<file path="src/rtl/lenet_pkg.sv">
// Shared types and constants for the LeNet image-buffer write side.
// Holds the writer FSM state encoding, frame geometry and the error digit code.
// Pixel width is 8, matching the codebase WD macro.
package lenet_pkg;

    localparam int WD = 8;

    localparam int N_PIX = 784;
    localparam int AW    = 10;

    localparam logic [3:0] ERR_DIGIT = 4'hF;

    typedef enum logic [2:0] {
        IDLE,
        LOAD,
        START,
        WAIT,
        RESULT
    } state_t;

endpackage

</file>
<file path="src/rtl/image_wr_port.sv">
// Registered SRAM write-port driver: turns an accept/address/data triple into cenb/wenb/ab/db.
// Latency: 1 cycle from wr_en to the active-low enables on the SRAM port.
// Backpressure: none; the SRAM write port always accepts, so every wr_en becomes a write.
// Ports: clk, rst (sync, active high), wr_en/wr_addr/wr_data in; cenb/wenb/ab/db out.
module image_wr_port #(
    parameter int AW = 10,
    parameter int WD = 8
) (
    input  logic          clk,
    input  logic          rst,
    input  logic          wr_en,
    input  logic [AW-1:0] wr_addr,
    input  logic [WD-1:0] wr_data,
    output logic          cenb,
    output logic          wenb,
    output logic [AW-1:0] ab,
    output logic [WD-1:0] db
);

    always_ff @(posedge clk) begin
        if (rst) begin
            cenb <= 1'b1;
            wenb <= 1'b1;
            ab   <= '0;
            db   <= '0;
        end else begin
            cenb <= ~wr_en;
            wenb <= ~wr_en;
            // Address/data hold their last value on idle cycles; the enables gate them.
            if (wr_en) begin
                ab <= wr_addr;
                db <= wr_data;
            end
        end
    end

endmodule

</file>
<file path="src/rtl/image_writer.sv">
// Loads one 28x28 frame into the image SRAM, starts the lenet core, and returns its digit.
// Latency: one SRAM write per accepted pixel (1 cycle later); go 1 cycle after the last accept.
// Backpressure: s_ready only in IDLE/LOAD; the result is held on res_valid until res_ready.
// Ports: pixel stream s_valid/s_data/s_last/s_ready, SRAM port cenb/wenb/ab/db,
// lenet handshake go/lenet_ready/lenet_digit, result res_valid/res_ready/res_digit/res_err, busy.
// Optional: LENET_WDOG_EN bounds the wait for lenet_ready to WDOG_CYC cycles.
module image_writer
    import lenet_pkg::*;
#(
    parameter int WD       = lenet_pkg::WD,
    parameter int N_PIX    = lenet_pkg::N_PIX,
    parameter int AW       = lenet_pkg::AW,
    parameter int WDOG_CYC = 200000
) (
    input  logic          clk,
    input  logic          rst,
    input  logic          s_valid,
    input  logic [WD-1:0] s_data,
    input  logic          s_last,
    output logic          s_ready,
    output logic          cenb,
    output logic          wenb,
    output logic [AW-1:0] ab,
    output logic [WD-1:0] db,
    output logic          go,
    input  logic          lenet_ready,
    input  logic [3:0]    lenet_digit,
    output logic          res_valid,
    input  logic          res_ready,
    output logic [3:0]    res_digit,
    output logic          res_err,
    output logic          busy
);

    state_t        state, state_nxt;
    logic [AW-1:0] count, count_nxt;
    logic          accept;
    logic          last_idx;
    logic          cap_ok, cap_err;

    logic          s_ready_d, go_d, res_valid_d, busy_d, res_err_d;
    logic [3:0]    res_digit_d;

    // s_ready is registered and only ever high in IDLE/LOAD, so accept implies one of those states.
    assign accept   = s_valid & s_ready;
    assign last_idx = (count == AW'(N_PIX - 1));

`ifdef LENET_WDOG_EN
    localparam int WDW = $clog2(WDOG_CYC + 1);
    logic [WDW-1:0] wdog_cnt;
    logic           wdog_hit;

    // The WAIT cycle in which the count would reach WDOG_CYC is the timeout cycle.
    assign wdog_hit = (wdog_cnt == WDW'(WDOG_CYC - 1));

    always_ff @(posedge clk) begin
        if (rst || state != WAIT) begin
            wdog_cnt <= '0;
        end else begin
            wdog_cnt <= wdog_cnt + 1'b1;
        end
    end
`endif

    // State register plus frame counter.
    always_ff @(posedge clk) begin
        if (rst) begin
            state <= IDLE;
            count <= '0;
        end else begin
            state <= state_nxt;
            count <= count_nxt;
        end
    end

    // Next-state logic.
    always_comb begin
        state_nxt = state;
        count_nxt = count;
        cap_ok    = 1'b0;
        cap_err   = 1'b0;
        case (state)
            IDLE, LOAD: begin
                if (accept) begin
                    if (last_idx) begin
                        // Full frame: s_last here is expected but not required.
                        state_nxt = START;
                        count_nxt = '0;
                    end else if (s_last) begin
                        // Short frame: the beat carrying s_last is still written, then abort.
                        state_nxt = RESULT;
                        count_nxt = '0;
                        cap_err   = 1'b1;
                    end else begin
                        state_nxt = LOAD;
                        count_nxt = count + 1'b1;
                    end
                end
            end
            START: state_nxt = WAIT;
            WAIT: begin
                if (lenet_ready) begin
                    state_nxt = RESULT;
                    cap_ok    = 1'b1;
                end
`ifdef LENET_WDOG_EN
                else if (wdog_hit) begin
                    state_nxt = RESULT;
                    cap_err   = 1'b1;
                end
`endif
            end
            RESULT: begin
                if (res_valid && res_ready) begin
                    state_nxt = IDLE;
                end
            end
            default: state_nxt = IDLE;
        endcase
    end

    // Output decode from the upcoming state so every output can be registered.
    always_comb begin
        s_ready_d   = (state_nxt == IDLE) || (state_nxt == LOAD);
        go_d        = (state_nxt == START);
        res_valid_d = (state_nxt == RESULT);
        busy_d      = (state_nxt != IDLE);
        res_digit_d = res_digit;
        res_err_d   = res_err;
        if (cap_ok) begin
            res_digit_d = lenet_digit;
            res_err_d   = 1'b0;
        end else if (cap_err) begin
            res_digit_d = ERR_DIGIT;
            res_err_d   = 1'b1;
        end
    end

    always_ff @(posedge clk) begin
        if (rst) begin
            s_ready   <= 1'b0;
            go        <= 1'b0;
            res_valid <= 1'b0;
            res_digit <= 4'h0;
            res_err   <= 1'b0;
            busy      <= 1'b0;
        end else begin
            s_ready   <= s_ready_d;
            go        <= go_d;
            res_valid <= res_valid_d;
            res_digit <= res_digit_d;
            res_err   <= res_err_d;
            busy      <= busy_d;
        end
    end

    image_wr_port #(
        .AW (AW),
        .WD (WD)
    ) u_wr_port (
        .clk     (clk),
        .rst     (rst),
        .wr_en   (accept),
        .wr_addr (count),
        .wr_data (s_data),
        .cenb    (cenb),
        .wenb    (wenb),
        .ab      (ab),
        .db      (db)
    );

endmodule
</file>
<file path="config.mk">
export PLATFORM = sky130hd
export DESIGN_NAME = image_writer
export DESIGN_NICKNAME = d
export VERILOG_FILES = /design/src/rtl/lenet_pkg.sv /design/src/rtl/image_wr_port.sv /design/src/rtl/image_writer.sv
export SDC_FILE = /design/constraint.sdc
export NUM_CORES = 1
export LEC_CHECK = 0
export ABC_CLOCK_PERIOD_IN_PS = 2100
export CAP_MARGIN = 30
export CORE_AREA = 2 2 63 65
export DETAILED_ROUTE_END_ITERATION = 10
export DIE_AREA = 0 0 65 67
export GPL_ROUTABILITY_DRIVEN = 0
export HOLD_SLACK_MARGIN = 0.06
export PLACE_DENSITY = 0.81
export SYNTH_ARGS = -nofsm -noshare
export SYNTH_HDL_FRONTEND = slang
export SYNTH_HIERARCHICAL = 1
export SYNTH_SLANG_ARGS = --single-unit
</file>
<file path="constraint.sdc">
create_clock -name clk -period 2.1 [get_ports clk]
set_input_delay 0.21 -clock clk [delete_from_list [all_inputs] [get_ports clk]]
set_output_delay 0.21 -clock clk [all_outputs]
set_load 0.005 [all_outputs]
</file>
==> metrics.cfg <==
[clock_network]
cts_buffers = 5
ctsLongestPathBuffers = 2
ctsResizeCount = 0
insertion_delay_ns = 0.29
clock_sinks = 41
clockRootBuffer = clkbuf_8
postCtsHoldBufs = 0
h-tree-depth = 2
path_clk_slew_ns = 0.07
cts_setup_buffers = 0
cts_tree = done

[routing]
wl_per_cell_um = 12.36
viasPerCell = 4.951
postRouteAntennaNets = 0
drc = 0
dr.first_iter.drc_count = 31
firstDrtPassIters = 4
wl_um = 3275
route.vias.total = 1312

[sta]
setup_slack_ns = 0.4322
slew_viol_final = 0
worst_pin_slew_ns = 0.5023
clock_skew_ns = 0.006091
rsz0062_at_grt = false
max_freq_ghz = 0.5996
max_slew_margin_pct = 66.21
hold_viol_final = 0
setup_viol = 0
setup_tns_ns = 0
period_minus_slack_ns = 1.668
timing.hold.ws_ns = 0.4937
finalCritPeriodShare_pct = 79.42

[setup_path]
critPathMaxFanout = 6
worstPathRequired_ns = 2.29
startpoint_type = flip-flop
crit_path_end_kind = flip-flop
arrival_ns = 1.85
r2r_setup_slack_ns = 0.43
crit_type = flip-flop to flip-flop

[power]
powerDensity_nw_per_um2 = 714.0
p_leak_nw = 0.8370
max-vdd-ir-drop_uv = 417.3

[run]
maxCapViolations = 0

[finish]
syn_to_final_growth_pct = 36.95
layout_commonest_cell = clkdlybuf4s50_1
final_nets = 235
design_area_um2 = 2258
mostFrequentLayoutCells = clkdlybuf4s50_1, dfxtp_1, nor2_1
antennaDiodeCount = 0
post-route-util_pct = 62.63
drive_gt1_share_pct = 8.295

[grt]
grt_max_degree = 20
grt-ovfl-total = 0
grt_pass1_vias = 1220
grt_usage_pct = 16.47
antenna_found_initial = 0
grt_pass1_wl_um = 5540

[synthesis]
avgSynthCellArea_um2 = 9.934
synth-seq-cells = 41
yosys_warnings = 6
synth_top_area_cell = dfxtp_1
synth_nets = 185
yosys-top-cells-area = dfxtp_1, mux2i_1, nor2_1, xor2_1, nor3_1
yosysUniqueCellTypes = 38
synth_area_um2 = 1649
yosysTopAreaCellShare_pct = 49.77
synth_cells = 166
ys_seq_area_share_pct = 49.77

[floorplanning]
die_area_um2 = 4355
core-area_um2 = 3606
start_util_pct = 45.73
die_y_um = 67
io_pins = 47
std_cell_rows = 22
die_w_um = 65

[min_path]
hp-class = flip-flop to flip-flop

[placement]
dp_slack_ns = 0.2142
port-buffer-count = 46
place_area_um2 = 2142
dp_hpwl_um = 2363

[run_status]
status = completed

[cells by family (layout without fill, tap and decap cells)]
group / count (synthesis) / in the layout / synth area share (%)
adders and majority gates: 1 / 1 / 0.7586
and+or+nand+nor: 72 / 72 / 22.84
muxes: 19 / 19 / 11.61
xor gates and xnor gates: 8 / 8 / 4.249
AOI/OAI and AO/OA: 15 / 15 / 6.601
DFF: 41 / 41 / 49.77
buffers and inverters: 10 / 61 / 4.173
[report_power, final]
part	internal, W	total [W]	switching, W
sequential	0.000800	0.000814	0.0000147
clock	0.000387	0.000636	0.000248
combinational	0.0000975	0.000163	0.0000652
[worst max-delay path, cell delays in order, from the launching register on]
cell	delay, ns
dfxtp_1	0.35
ha_1	0.23
and3_1	0.24
a311oi_2	0.44
a21oi_1	0.13
and3_1	0.17
[flip-flops by register name, summed over array words and instances, names as in the netlist]
signal	flops
count	10
res_valid	1
u_wr_port/db	8
state	3
u_wr_port/wenb	1
s_ready	1
res_digit	4
u_wr_port/ab	10
busy	1
go	1
res_err	1
[stage by stage]
step | power, W | std cells
final | 0.001612 | 265
after global routing | 0.001684 | 265
after CTS | 0.001630 | 265
after detailed placement | 0.0009956 | 257
after global placement | 0.0009932 | 257
after floorplan | 0.0009124 | 166
[cell type report]
| type | count | area, um2 |
|---|---|---|
| Clock inverter | 1 | 30.03 |
| Inverter | 3 | 11.26 |
| Fill cell | 306 | 1348 |
| Sequential cell | 41 | 820.8 |
| Timing Repair Buffer | 50 | 490.5 |
| Multi-Input combinational cell | 115 | 759.5 |
| Clock buffer | 7 | 86.33 |
| Tap cell | 48 | 60.06 |
[routing by layer]
| layer | GRT usage [%] | wire length, um | part of all wire, % | vias up |
|---|---|---|---|---|
| li1 | - | - | - | 675 |
| met3 | 5.912 | 241 | 7.4 | 4 |
| met5 | 0 | 0 | 0 | - |
| met4 | 3.989 | 25 | 0.76 | 0 |
| met2 | 27.06 | 1452 | 44 | 44 |
| met1 | 20.54 | 1556 | 48 | 589 |
[path summary, 6_finish.rpt]
path / cells after the start / startpoint / to
worst max-delay path: 5 / count[0] / s_ready
worst min register to register: 2 / u_wr_port/db[0] / u_wr_port/db[0]
worst min-delay path: 2 / u_wr_port/db[0] / u_wr_port/db[0]
worst max register to register: 5 / count[0] / s_ready
[cell usage after synthesis]
| library cell | count |
|---|---|
| nand3_1 | 5 |
| or2b_1 | 1 |
| mux2i_1 | 18 |
| nor2_1 | 34 |
| a31oi_1 | 1 |
| nor3_1 | 10 |
| nand4bb_1 | 1 |
| nor4b_4 | 1 |
| o21ai_0 | 1 |
| or4b_4 | 1 |
| xor2_1 | 6 |
| a311o_1 | 1 |
| and4bb_2 | 1 |
| buf_4 | 1 |
| a21boi_0 | 1 |
| mux2_2 | 1 |
| a22oi_1 | 1 |
| buf_12 | 1 |
| a21oi_1 | 6 |
| o21a_1 | 1 |
| dfxtp_1 | 41 |
| and3_1 | 4 |
| inv_1 | 3 |
| nor2_2 | 1 |
| ha_1 | 1 |
| clkbuf_1 | 1 |
| and4_1 | 1 |
| nor2b_1 | 4 |
| a32oi_1 | 1 |
| buf_6 | 1 |
| nand4_1 | 3 |
| buf_2 | 2 |
| o21bai_2 | 1 |
| a311oi_2 | 1 |
| nor4_1 | 1 |
| clkbuf_2 | 1 |
| xnor2_1 | 2 |
| nand2_1 | 4 |
Note: power is estimated with default switching activity, not from simulation.
